**src/rtl/calc_pkg.sv**
```systemverilog
// ---------------------------------------------------------------------------
// calc_pkg
// Shared definitions for the sequential signed-magnitude calculator:
// operation codes, the controller state encoding and a small helper that
// suppresses negative zero.
// ---------------------------------------------------------------------------
package calc_pkg;

    localparam logic [1:0] OP_ADD = 2'b00;
    localparam logic [1:0] OP_SUB = 2'b01;
    localparam logic [1:0] OP_MUL = 2'b10;
    localparam logic [1:0] OP_DIV = 2'b11;

    typedef enum logic [2:0] {
        ST_IDLE   = 3'd0,
        ST_ADDSUB = 3'd1,
        ST_MUL    = 3'd2,
        ST_DIV    = 3'd3,
        ST_DONE   = 3'd4
    } state_t;

    // A zero magnitude is always reported as positive.
    function automatic logic nz_sign(input logic sign, input logic is_zero);
        return sign & ~is_zero;
    endfunction

endpackage

```
**src/rtl/calc_iter_unit.sv**
```systemverilog
// ---------------------------------------------------------------------------
// calc_iter_unit
// Iterative unsigned datapath: shift-add multiply (one partial product per
// cycle) and restoring divide (one quotient bit per cycle). Operands are
// loaded on i_load; each i_run cycle performs one iteration. o_q / o_r show
// the result *after* the iteration currently being performed, so the caller
// can capture the final result on the same edge as the last iteration.
// Ports:
//   clock, reset : system clock, synchronous active-high reset
//   i_load       : load operands i_a / i_b and clear accumulators/counter
//   i_run        : perform one iteration this cycle
//   i_div        : 1 = divide iteration, 0 = multiply iteration
//   i_a, i_b     : operand magnitudes (multiplicand/dividend, multiplier/divisor)
//   o_q, o_r     : product or quotient, remainder (0 for multiply)
//   o_last       : current iteration is the final (WIDTH-th) one
// ---------------------------------------------------------------------------
module calc_iter_unit #(
    parameter int WIDTH = 4
) (
    input  logic               clock,
    input  logic               reset,
    input  logic               i_load,
    input  logic               i_run,
    input  logic               i_div,
    input  logic [WIDTH-1:0]   i_a,
    input  logic [WIDTH-1:0]   i_b,
    output logic [2*WIDTH-1:0] o_q,
    output logic [WIDTH-1:0]   o_r,
    output logic               o_last
);

    // Counter must be able to reach WIDTH after the last increment.
    localparam int CW = $clog2(WIDTH + 1);

    logic [CW-1:0]      r_cnt;
    logic [2*WIDTH-1:0] r_mcand;
    logic [2*WIDTH-1:0] r_acc;
    logic [WIDTH-1:0]   r_mplier;
    logic [WIDTH-1:0]   r_dvd;
    logic [WIDTH-1:0]   r_dvsr;
    logic [WIDTH-1:0]   r_rem;
    logic [WIDTH-1:0]   r_quo;

    logic [2*WIDTH-1:0] w_acc_nxt;
    logic [WIDTH:0]     w_rem_sh;
    logic               w_fits;
    logic [WIDTH-1:0]   w_rem_nxt;
    logic [WIDTH-1:0]   w_quo_nxt;

    // One combinational step of each algorithm
    always_comb begin
        w_acc_nxt = r_acc;
        if (r_mplier[0]) begin
            w_acc_nxt = r_acc + r_mcand;
        end else begin
            w_acc_nxt = r_acc;
        end
        // Remainder is always below the divisor, so the shifted value fits WIDTH+1 bits.
        w_rem_sh = {r_rem, r_dvd[WIDTH-1]};
        w_fits   = (w_rem_sh >= {1'b0, r_dvsr});
        if (w_fits) begin
            w_rem_nxt = WIDTH'(w_rem_sh - {1'b0, r_dvsr});
        end else begin
            w_rem_nxt = WIDTH'(w_rem_sh);
        end
        w_quo_nxt = {r_quo[WIDTH-2:0], w_fits};
    end

    // Operand load on accept, then one iteration per run cycle
    always_ff @(posedge clock) begin
        if (reset) begin
            r_cnt    <= {CW{1'b0}};
            r_mcand  <= {(2*WIDTH){1'b0}};
            r_acc    <= {(2*WIDTH){1'b0}};
            r_mplier <= {WIDTH{1'b0}};
            r_dvd    <= {WIDTH{1'b0}};
            r_dvsr   <= {WIDTH{1'b0}};
            r_rem    <= {WIDTH{1'b0}};
            r_quo    <= {WIDTH{1'b0}};
        end else if (i_load) begin
            r_cnt    <= {CW{1'b0}};
            r_mcand  <= {{WIDTH{1'b0}}, i_a};
            r_acc    <= {(2*WIDTH){1'b0}};
            r_mplier <= i_b;
            r_dvd    <= i_a;
            r_dvsr   <= i_b;
            r_rem    <= {WIDTH{1'b0}};
            r_quo    <= {WIDTH{1'b0}};
        end else if (i_run) begin
            r_cnt <= r_cnt + CW'(1);
            if (i_div) begin
                r_rem <= w_rem_nxt;
                r_quo <= w_quo_nxt;
                r_dvd <= {r_dvd[WIDTH-2:0], 1'b0};
            end else begin
                r_acc    <= w_acc_nxt;
                r_mcand  <= {r_mcand[2*WIDTH-2:0], 1'b0};
                r_mplier <= {1'b0, r_mplier[WIDTH-1:1]};
            end
        end
    end

    // Present the post-iteration result of the selected algorithm
    always_comb begin
        if (i_div) begin
            o_q = {{WIDTH{1'b0}}, w_quo_nxt};
            o_r = w_rem_nxt;
        end else begin
            o_q = w_acc_nxt;
            o_r = {WIDTH{1'b0}};
        end
    end

    assign o_last = (r_cnt == CW'(WIDTH - 1));

endmodule

```
**src/rtl/calc_seq_engine.sv**
```systemverilog
// ---------------------------------------------------------------------------
// calc_seq_engine
// Sequential signed-magnitude calculator: add, subtract, multiply, divide.
// Add/subtract finishes in one working cycle; multiply and divide take WIDTH
// cycles in calc_iter_unit. Results are registered on entry to DONE and held.
// Ports:
//   clock, reset     : system clock, synchronous active-high reset
//   start, op        : begin operation (accepted in IDLE only), op select
//   signA, A         : sign (1 = negative) and magnitude of operand A
//   signB, B         : sign (1 = negative) and magnitude of operand B
//   busy, done       : operation in progress, one-cycle result-valid pulse
//   Q, signQ, R      : result magnitude, its sign, divide remainder
//   div_zero         : last result came from a divide by zero
// ---------------------------------------------------------------------------
module calc_seq_engine
    import calc_pkg::*;
#(
    parameter int WIDTH = 4
) (
    input  logic               clock,
    input  logic               reset,
    input  logic               start,
    input  logic [1:0]         op,
    input  logic               signA,
    input  logic               signB,
    input  logic [WIDTH-1:0]   A,
    input  logic [WIDTH-1:0]   B,
    output logic               busy,
    output logic               done,
    output logic [2*WIDTH-1:0] Q,
    output logic               signQ,
    output logic [WIDTH-1:0]   R,
    output logic               div_zero
);

    state_t             r_state;
    state_t             w_next;
    logic [1:0]         r_op;
    logic               r_sa;
    logic               r_sb;
    logic [WIDTH-1:0]   r_a;
    logic [WIDTH-1:0]   r_b;
    logic               r_busy;
    logic               r_done;
    logic [2*WIDTH-1:0] r_q;
    logic               r_sq;
    logic [WIDTH-1:0]   r_r;
    logic               r_dz;

    logic               w_accept;
    logic               w_run;
    logic               w_is_div;
    logic               w_capture;
    logic [2*WIDTH-1:0] w_iter_q;
    logic [WIDTH-1:0]   w_iter_r;
    logic               w_iter_last;
    logic               w_sb_eff;
    logic [2*WIDTH-1:0] w_as_mag;
    logic               w_as_sign;
    logic [2*WIDTH-1:0] w_res_q;
    logic               w_res_sq;
    logic [WIDTH-1:0]   w_res_r;
    logic               w_res_dz;

    assign w_accept  = (r_state == ST_IDLE) && start;
    assign w_run     = (r_state == ST_MUL) || (r_state == ST_DIV);
    assign w_is_div  = (r_state == ST_DIV);
    assign w_capture = (w_next == ST_DONE) && (r_state != ST_DONE);

    calc_iter_unit #(.WIDTH(WIDTH)) u_iter (
        .clock  (clock),
        .reset  (reset),
        .i_load (w_accept),
        .i_run  (w_run),
        .i_div  (w_is_div),
        .i_a    (A),
        .i_b    (B),
        .o_q    (w_iter_q),
        .o_r    (w_iter_r),
        .o_last (w_iter_last)
    );

    // Controller state register
    always_ff @(posedge clock) begin
        if (reset) begin
            r_state <= ST_IDLE;
        end else begin
            r_state <= w_next;
        end
    end

    // Next-state selection
    always_comb begin
        w_next = r_state;
        case (r_state)
            ST_IDLE: begin
                if (start) begin
                    case (op)
                        OP_ADD, OP_SUB: w_next = ST_ADDSUB;
                        OP_MUL:         w_next = ST_MUL;
                        OP_DIV:         w_next = (B == {WIDTH{1'b0}}) ? ST_DONE : ST_DIV;
                        default:        w_next = ST_IDLE;
                    endcase
                end else begin
                    w_next = ST_IDLE;
                end
            end
            ST_ADDSUB: w_next = ST_DONE;
            ST_MUL, ST_DIV: begin
                if (w_iter_last) begin
                    w_next = ST_DONE;
                end else begin
                    w_next = r_state;
                end
            end
            ST_DONE: w_next = ST_IDLE;
            default: w_next = ST_IDLE;
        endcase
    end

    // Operand capture on the accepting edge; later input changes are ignored
    always_ff @(posedge clock) begin
        if (reset) begin
            r_op <= OP_ADD;
            r_sa <= 1'b0;
            r_sb <= 1'b0;
            r_a  <= {WIDTH{1'b0}};
            r_b  <= {WIDTH{1'b0}};
        end else if (w_accept) begin
            r_op <= op;
            r_sa <= signA;
            r_sb <= signB;
            r_a  <= A;
            r_b  <= B;
        end
    end

    // Signed-magnitude add; subtract is add with B's sign flipped
    always_comb begin
        w_sb_eff  = r_sb ^ (r_op == OP_SUB);
        w_as_mag  = {(2*WIDTH){1'b0}};
        w_as_sign = 1'b0;
        if (r_sa == w_sb_eff) begin
            w_as_mag  = {{WIDTH{1'b0}}, r_a} + {{WIDTH{1'b0}}, r_b};
            w_as_sign = r_sa;
        end else if (r_a >= r_b) begin
            w_as_mag  = {{WIDTH{1'b0}}, r_a - r_b};
            w_as_sign = r_sa;
        end else begin
            w_as_mag  = {{WIDTH{1'b0}}, r_b - r_a};
            w_as_sign = w_sb_eff;
        end
    end

    // Result to capture; the IDLE->DONE path is only taken on divide by zero
    always_comb begin
        w_res_q  = {(2*WIDTH){1'b0}};
        w_res_sq = 1'b0;
        w_res_r  = {WIDTH{1'b0}};
        w_res_dz = 1'b0;
        case (r_state)
            ST_ADDSUB: begin
                w_res_q  = w_as_mag;
                w_res_sq = nz_sign(w_as_sign, w_as_mag == {(2*WIDTH){1'b0}});
            end
            ST_MUL, ST_DIV: begin
                w_res_q  = w_iter_q;
                w_res_r  = w_iter_r;
                w_res_sq = nz_sign(r_sa ^ r_sb, w_iter_q == {(2*WIDTH){1'b0}});
            end
            default: begin
                w_res_dz = 1'b1;
            end
        endcase
    end

    // Registered status and result outputs
    always_ff @(posedge clock) begin
        if (reset) begin
            r_busy <= 1'b0;
            r_done <= 1'b0;
            r_q    <= {(2*WIDTH){1'b0}};
            r_sq   <= 1'b0;
            r_r    <= {WIDTH{1'b0}};
            r_dz   <= 1'b0;
        end else begin
            r_busy <= (w_next != ST_IDLE);
            r_done <= (w_next == ST_DONE);
            if (w_capture) begin
                r_q  <= w_res_q;
                r_sq <= w_res_sq;
                r_r  <= w_res_r;
                r_dz <= w_res_dz;
            end
        end
    end

    assign busy     = r_busy;
    assign done     = r_done;
    assign Q        = r_q;
    assign signQ    = r_sq;
    assign R        = r_r;
    assign div_zero = r_dz;

endmodule

```
**config.mk**
```make
export PLATFORM = sky130hd
export DESIGN_NAME = calc_seq_engine
export DESIGN_NICKNAME = d
export VERILOG_FILES = /design/src/rtl/calc_pkg.sv /design/src/rtl/calc_iter_unit.sv /design/src/rtl/calc_seq_engine.sv
export SDC_FILE = /design/constraint.sdc
export NUM_CORES = 1
export LEC_CHECK = 0
export CORE_MARGIN = 1
export CORE_UTILIZATION = 35
export CTS_BUF_LIST = sky130_fd_sc_hd__clkbuf_16
export CTS_CLUSTER_DIAMETER = 60
export DETAILED_ROUTE_END_ITERATION = 8
export HOLD_SLACK_MARGIN = 0.03
export MAX_ROUTING_LAYER = met4
export SYNTH_ARGS = -nofsm -noshare
export SYNTH_HDL_FRONTEND = slang
export SYNTH_HIERARCHICAL = 1
export SYNTH_SLANG_ARGS = --single-unit
```
**constraint.sdc**
```tcl
create_clock -name clock -period 3.2 [get_ports clock]
set_clock_uncertainty 0.05 [all_clocks]
set_input_delay 0.8 -clock clock [delete_from_list [all_inputs] [get_ports clock]]
set_output_delay 0.8 -clock clock [all_outputs]
set_load 0.05 [all_outputs]
```
==> impl_metrics.toml, run 1 <==
[timing]
rsz0062_at_grt = "no"
setup_viol = 0
hold_violations = 0
max_freq_mhz = 357
period_needed_ps = 2800
slew_headroom = 0.596
max_slew.worst_pin.slew_ps = 599
report.final.slew_viol_count = 0
setup_tns_ps = 0
period_share = 0.874

[global_route]
grt_pass1_vias = 3300
grt.total_usage = 0.188
grt-ovfl-total = 0
grt_pass1_wl_microns = 16100
grt_max_degree = 45
antenna_found_initial = 0

[clock_tree]
numCtsBuffers = 9
cts-resized-gates = 0
clock_sinks = 69
insertion_delay_ps = 330
cts_buffer_depth = 2
cts.clk_slew.worst_paths_ps = 60
postCtsHoldBufs = 0
cts-root-buf = "clkbuf_16"
cts_tree = "yes"
postCtsSetupRepairBufs = 0
cts-htree-levels = 3

[synth]
syn_area_sq_mm = 0.00388
ys_ff_latch = 69
yosysSeqAreaShare = 0.356
syn_inst = 483
ys.flop_type = "dfxtp_1"
synth.avg_cell_area_sq_um = 8.03
ys_async_sr_fraction = 0
yosysUniqueCellTypes = 61
synth_edf_count = 0
syn_nets = 528
synth.yosys.warnings = 6

[drt]
wl_per_cell_microns = 14.8
wirelength_microns = 9790
dr.pass1.iters = 4
avgViaCountPerCell = 5.23
detail-route-antenna-nets = 0
vias = 3464
drc = 0
drt_iter0_drc = 206

[finish]
nFillCells = 1085
multi_input_area_sq_mm = 0.00230
finalNetCount = 562
fin_cells = 662
seqCellArea_sq_mm = 0.00138
synthToLayoutAreaGrowth_pct = 20.9
final_area_sq_mm = 0.00469
layout_commonest_cell = "nand2_1"
mostFrequentLayoutCells = "91 x nand2_1, 69 x dfxtp_1, 50 x a21oi_1"
n_antenna_cell = 0
layout-drive-gt1-share = 0.0862

[setup_path]
cp.required_ps = 3360
path_cells = "inv_1 > ha_1 > nor2b_1 > o21a_1 > o21a_1 > nor2_1 > a21oi_1 > nor4_1 > nand2_1 > a21oi_1 > nor3b_1 > a31oi_1"
crit_type = "reg -> reg"
cp_slowest_stage_delay_ps = 340
crit_path_max_fanout = 10
startpoint_type = "flip-flop"
arrival_ps = 2960
end_kind = "flip-flop"
cp_slowest_cell = "dfxtp_1"

[placed_design]
place_area_sq_mm = 0.00437
routabilityCongestion = 0.900
dp_cells = 646
port_buffers = 30
hpwl_microns = 7250

[floorplan]
io_pins = 31
die_y_microns = 107
rows = 38
die_w_microns = 107
dieArea_sq_mm = 0.0115
coreArea_sq_mm = 0.0108
start_util = 0.359

[pwr]
irDropWorstVdd_mv = 0.366
powerDensity_mw_per_mm2 = 531
leakage_uw = 0.00171

[run_status]
status = "finished, final reports clean"

[job]
maxCapViolCount = 0

[hold_path]
hold_class = "reg -> reg"
[logic make-up after synthesis]
logic type,share of synthesized area
flops,0.356
simple gates,0.226
xor+xnor,0.0268
compound gates,0.197
mux,0.0365
buf+inv,0.0510
fa+ha+maj,0.106
[cell usage after synthesis, drive strengths merged, types with 2 or more instances]
library cell	instances	share of area
a211oi	6	0.012
a221oi	3	0.010
o21bai	4	0.0077
nand4	3	0.0048
o211ai	4	0.0077
nand3	13	0.017
o311a	2	0.0055
o31ai	2	0.0052
clkbuf	16	0.015
a21oi	50	0.065
o21a	8	0.016
and2	5	0.0081
nand3b	2	0.0048
nor2b	8	0.015
nor3	11	0.015
buf	6	0.0084
or4	2	0.0039
or2	2	0.0032
a22oi	2	0.0039
fa	5	0.026
xnor2	7	0.016
inv	27	0.026
a31oi	8	0.013
ha	25	0.081
o311ai	3	0.0068
or3	4	0.0065
o21ai	15	0.019
o41ai	2	0.0045
nor3b	2	0.0039
xor2	2	0.0045
nor4	6	0.0097
o22ai	3	0.0084
mux2i	13	0.034
nand2	92	0.090
nor2	40	0.039
dfxtp	69	0.36
[power breakdown]
group | internal (uW) | switching, uW
logic | 188 | 304
registers | 905 | 35.5
clock network | 678 | 376
[final cells by class]
class,instances,share of cell area
multi-input combinational,364,0.490
inverter,28,0.0224
sequential,69,0.295
clock buffer,9,0.0481
timing repair buffer,45,0.0881
clock inverter,7,0.0190
tap,140,0.0374
[routing by layer]
metal / up-vias / GRT usage / share of wire
li1: 1750 / - / -
met1: 1612 / 0.245 / 0.46
met2: 96 / 0.286 / 0.46
met3: 6 / 0.0424 / 0.068
met4: 0 / 0.0675 / 0.014
met5: - / - / 0
[flip-flops by register name (all words and copies together) (netlist names)]
register         flops
u_iter/r_cnt         3
r_a                  4
r_sa                 1
u_iter/r_quo         3
u_iter/r_mplier      4
Q                    8
done                 1
r_sb                 1
u_iter/r_rem         4
u_iter/r_dvd         4
u_iter/r_dvsr        4
busy                 1
r_op                 2
signQ                1
R                    4
u_iter/r_acc         8
div_zero             1
r_b                  4
u_iter/r_mcand       8
r_state              3
[metrics by stage]
| stage | hold slack [ps] | power (uW) | utilization | setup slack [ps] |
|---|---|---|---|---|
| 6_report | 398 | 2490 | 0.434 | 402 |
| 5_1_grt | 415 | 2610 | 0.434 | 95.7 |
| 4_1_cts | 401 | 2510 | 0.434 | 439 |
| 3_5_place_dp | 394 | 1450 | 0.405 | 398 |
| 3_3_place_gp | 390 | 1440 | 0.405 | 437 |
| 2_1_floorplan | 382 | 1300 | - | 670 |
[worst max-delay path: cells and delay by family (launching register included)]
kind	cells	cell delay [ps]
DFF	1	340
adders and majority gates	1	300
buffers and inverters	1	80
AOI/OAI and AO/OA	5	930
and+or+nand+nor	5	980
[final timing paths]
check                                 startpoint      end  slack [ps]  cells after the start
worst max-delay path            u_iter/r_dvsr[1]    signQ         400                     12
worst min-delay path                     r_op[0]  r_op[0]         400                      2
worst max register to register  u_iter/r_dvsr[1]    signQ         400                     12
worst min register to register           r_op[0]  r_op[0]         400                      2
Note: power is estimated with default switching activity, not from simulation.
==> inputs of run 2 (changes only) <==
--- a/config.mk
+++ b/config.mk
@@ -14,5 +14,4 @@
 export MAX_ROUTING_LAYER = met4
 export SYNTH_ARGS = -nofsm -noshare
 export SYNTH_HDL_FRONTEND = slang
-export SYNTH_HIERARCHICAL = 1
 export SYNTH_SLANG_ARGS = --single-unit
==> run 2 against run 1 <==
Global-route usage is essentially flat. Core utilization up 0.55 points. Register-to-register slack got worse by 30 ps. First-iteration DRC count is 0.49% lower. Synthesized cell count is 7.0% lower. Flip-flop and latch count down 4. Design area is 6.6% lower. Clock power fell by 11%. Sequential power down 4.6%. Critical path type unchanged. Largest cell class unchanged. Largest power group unchanged.
==> impl_metrics.toml, run 2 <==
[run_status]
status = "finished, final reports clean"

[pwr]
powerDensity_mw_per_mm2 = 516
leakage_uw = 0.00165
irDropWorstVdd_mv = 0.249
fin_total_pwr_uw = 2260

[global_route]
grt_pass1_wl_microns = 15800
antenna_found_initial = 0
grt.total_usage = 0.188
grt_pass1_vias = 3169
grt_max_degree = 31
grt-ovfl-total = 0

[timing]
period_needed_ps = 2830
max_freq_mhz = 354
report.final.slew_viol_count = 0
rsz0062_at_grt = "no"
period_share = 0.883
max_slew.worst_pin.slew_ps = 557
setup_viol = 0
setup_tns_ps = 0
hold_violations = 0
slew_headroom = 0.628

[placed_design]
hpwl_microns = 6720
routabilityCongestion = 0.880
dp_cells = 598
port_buffers = 30
place_area_sq_mm = 0.00410

[drt]
dr.pass1.iters = 5
drt_iter0_drc = 205
detail-route-antenna-nets = 0
wl_per_cell_microns = 15.0
vias = 3198
drc = 0
wirelength_microns = 9210
avgViaCountPerCell = 5.22

[synth]
synth.yosys.warnings = 0
synth_common_cells = "74 x nand2_1, 65 x dfxtp_1, 43 x nor2_1"
syn_inst = 449
ys_async_sr_fraction = 0
ys.flop_type = "dfxtp_1"
ys_ff_latch = 65
synthTopCellsByArea = "dfxtp_1 36%, ha_1 8.2%, nand2_1 7.6%, a21oi_1 5.2%, nor2_1 4.4%"
synth_top_area_cell = "dfxtp_1"
yosysUniqueCellTypes = 57
yosysMostFrequentCell = "nand2_1"
synth.avg_cell_area_sq_um = 8.14
synth_edf_count = 0
yosysSeqAreaShare = 0.356
synth_top_area_frac = 0.356
syn_area_sq_mm = 0.00365
syn_nets = 493

[setup_path]
arrival_ps = 2980
crit_path_max_fanout = 6
reg2reg_depth = 9
crit_type = "reg -> reg"
timing.rr.start = "u_iter.r_dvsr[1]"
rrSetupSlack_ps = 370
cp.required_ps = 3350
end_kind = "flip-flop"
startpoint_type = "flip-flop"
rr_endpoint = "signQ"

[clock_tree]
cts-root-buf = "clkbuf_16"
clock_sinks = 65
insertion_delay_ps = 330
postCtsSetupRepairBufs = 0
cts_tree = "yes"
cts.clk_slew.worst_paths_ps = 50
cts-htree-levels = 3
numCtsBuffers = 9
postCtsHoldBufs = 0
cts_buffer_depth = 2
cts-resized-gates = 0

[floorplan]
coreArea_sq_mm = 0.00995
dieArea_sq_mm = 0.0109
die_y_microns = 104
start_util = 0.367
rows = 36
io_pins = 31
die_w_microns = 104

[finish]
layout_commonest_cell = "nand2_1"
layout-drive-gt1-share = 0.0625
fin_cells = 613
mostFrequentLayoutCells = "74 x nand2_1, 65 x dfxtp_1, 43 x nor2_1"
finalNetCount = 520
synthToLayoutAreaGrowth_pct = 19.8
multi_input_area_sq_mm = 0.00215
seqCellArea_sq_mm = 0.00130
n_antenna_cell = 0
final_area_sq_mm = 0.00438
nFillCells = 996
final_util = 0.440

[hold_path]
holdPathEnd = "u_iter.r_rem[3]"
min_path_cells = 2
hold_start = "u_iter.r_rem[3]"
hold_class = "reg -> reg"

[job]
maxCapViolCount = 0
run 2: metrics by stage:
stage,hold slack [ps],worst slack [ps]
floorplan,382,711
global placement,391,456
detailed placement,397,389
CTS,405,392
global route,445,168
finish,405,374
run 2: power by group:
group / internal, uW / switching, uW / total (uW)
clock: 587 / 352 / 939
sequential: 851 / 46.0 / 897
combinational: 175 / 249 / 424
run 2: worst max-delay path by stage:
stage	start	to	cells after the start
2_1_floorplan	u_iter.r_dvsr[1]	Q[2]	9
3_3_place_gp	start	signQ	8
3_5_place_dp	start	signQ	8
4_1_cts	u_iter.r_dvsr[1]	signQ	9
5_1_grt	u_iter.r_dvsr[1]	signQ	9
6_report	u_iter.r_dvsr[1]	signQ	9
run 2: final cells by class:
class	instances	area share
Clock buffer	9	0.0514
Tap cell	133	0.0380
Inverter	24	0.0206
Timing Repair Buffer	42	0.0892
Sequential cell	65	0.297
Multi-Input combinational cell	334	0.492
Clock inverter	6	0.0117
run 2: critical path, cell delays in order, from the launching register on:
cell      delay (ps)
dfxtp_1          480
inv_1            190
fa_1             440
a21o_1           210
a311oi_4         410
nand3b_1         120
a31oi_1          230
xnor2_1          160
nor4b_2          310
o32ai_1          110
run 2: logic make-up after synthesis:
group / share of synthesized area
and+or+nand+nor: 0.218
AOI/OAI and AO/OA: 0.210
DFF: 0.356
buffers and inverters: 0.0545
adders and majority gates: 0.110
xor gates and xnor gates: 0.0301
muxes: 0.0223
run 2: per-layer routing:
metal	up-vias	share of wire	GRT usage
li1	1620	-	-
met1	1495	0.49	0.246
met2	67	0.44	0.285
met3	16	0.043	0.0432
met4	0	0.020	0.0612
met5	-	0	-
==> inputs of run 3 (changes only) <==
--- a/config.mk
+++ b/config.mk
@@ -6,7 +6,7 @@
 export NUM_CORES = 1
 export LEC_CHECK = 0
 export CORE_MARGIN = 1
-export CORE_UTILIZATION = 35
+export CORE_UTILIZATION = 30
 export CTS_BUF_LIST = sky130_fd_sc_hd__clkbuf_16
 export CTS_CLUSTER_DIAMETER = 60
 export DETAILED_ROUTE_END_ITERATION = 8
==> run 3 against run 2 <==
Sequential share of layout area decreased by 0.11 points. Worst setup slack gained 100 ps. Flip-flop and latch count did not move. Sequential power is essentially flat. Global-route usage fell by 2.7 points. Hold slack improved by 9.8 ps. Critical path type unchanged. Largest cell class unchanged. Largest power group unchanged.
==> impl_metrics.toml, run 3 (synthesis gave the netlist of run 2 again) <==
[pwr]
p_switching_uw = 647
cell_internal_pwr_uw = 1620
seqPwrFrac = 0.395
p_comb_frac = 0.187
powerDensity_mw_per_mm2 = 515
switching_share = 0.286
irDropWorstVdd_mv = 0.260
fin_total_pwr_uw = 2260
leakage_uw = 0.00165
clkPwrFrac = 0.418

[drt]
vias = 3171
top_layer_used = "met4"
drc = 0
wl_met2_microns = 4200
wl_per_cell_microns = 14.9
detail-route-antenna-nets = 0
wl_met3_microns = 367
wirelength_microns = 9290
dr.pass1.iters = 4
avgViaCountPerCell = 5.09
wl_met1_microns = 4650
drt_iter0_drc = 163

[finish]
mostFrequentLayoutCells = "74 x nand2_1, 65 x dfxtp_1, 43 x nor2_1"
layout_commonest_cell = "nand2_1"
n_antenna_cell = 0
synthToLayoutAreaGrowth_pct = 20.3
finalNetCount = 519
layout-drive-gt1-share = 0.0646

[placed_design]
routabilityCongestion = 0.854
hpwl_microns = 6930
port_buffers = 30

[setup_path]
cp-endpoint = "Q[2]"
crit_type = "reg -> reg"
timing.rr.start = "u_iter.r_dvsr[0]"
reg2reg_depth = 10
arrival_ps = 2940
cp.required_ps = 3410
rrSetupSlack_ps = 480
startpoint_type = "flip-flop"
startpoint = "u_iter.r_dvsr[0]"
end_kind = "flip-flop"
rr_endpoint = "Q[2]"
crit_path_max_fanout = 5

[hold_path]
hold_class = "reg -> reg"

[timing]
setup_viol = 0
hold_violations = 0
period_needed_ps = 2720
max_freq_mhz = 367
period_share = 0.851
slew_headroom = 0.607
report.final.slew_viol_count = 0
setup_tns_ps = 0
max_slew.worst_pin.slew_ps = 588
rsz0062_at_grt = "no"

[global_route]
grt-ovfl-total = 0
antenna_found_initial = 0
grt.total_usage = 0.161
grt_pass1_vias = 3117
grt_pass1_wl_microns = 15200
grt_max_degree = 44

[clock_tree]
cts.clk_slew.worst_paths_ps = 50
postCtsHoldBufs = 0
numCtsBuffers = 9
cts_tree = "yes"
cts-root-buf = "clkbuf_16"
cts-resized-gates = 0
cts-htree-levels = 3
postCtsSetupRepairBufs = 0
cts_buffer_depth = 2
insertion_delay_ps = 330
clock_sinks = 65

[floorplan]
start_util = 0.313
coreArea_sq_mm = 0.0117
rows = 39
dieArea_sq_mm = 0.0126
die_y_microns = 112
io_pins = 31
die_w_microns = 112

[run_status]
status = "finished, final reports clean"

[job]
maxCapViolCount = 0
## run 3: power by group through the flow
stage	Combinational, uW	Sequential, uW	Clock [uW]
global placement	412	910	0
global route	472	901	1010
floorplan	294	911	0
CTS	424	894	979
detailed placement	419	911	0
finish	423	894	947
## run 3: final cells by class
cell class,count,area (sq um)
fillers,1195,7270
multi-input cells,334,2150
flip-flops and latches,65,1300
repair buffers,41,383
clock buffers,9,225
well taps,143,179
inverters,24,90.1
clock inverters,7,62.6
## run 3: worst min-delay path by stage
stage,startpoint,cells past startpoint,to,slack [ps]
after CTS,u_iter.r_rem[3],2,u_iter.r_rem[3],420
after global routing,Q[7],2,Q[7],430
after detailed placement,Q[7],2,Q[7],410
after floorplan,r_op[0],2,r_op[0],380
final,r_op[0],2,r_op[0],410
after global placement,r_op[0],2,r_op[0],390
## run 3: worst max-delay path: stages (launching register included)
cell and delay (ps):
dfxtp_1 390, ha_1 170, inv_1 60, fa_1 390
a21o_1 210, a311oi_4 420, a221o_1 220, o21ai_1 80
xor2_1 190, or3_1 330, a21oi_1 150
## run 3: layer usage
layer / vias to the layer above / GRT usage
met5: - / -
met4: 0 / 0.0524
met3: 4 / 0.0459
met2: 51 / 0.242
met1: 1499 / 0.207
li1: 1617 / -
## run 3: metrics by stage
stage	setup WS (ps)	area [sq um]	std cells	hold WS (ps)	utilization
after detailed placement	360	4110	607	409	0.352
after global placement	440	4110	607	389	0.352
after floorplan	711	3650	449	382	-
after global routing	237	4390	623	433	0.377
final	476	4390	623	415	0.377
after CTS	456	4390	623	420	0.377
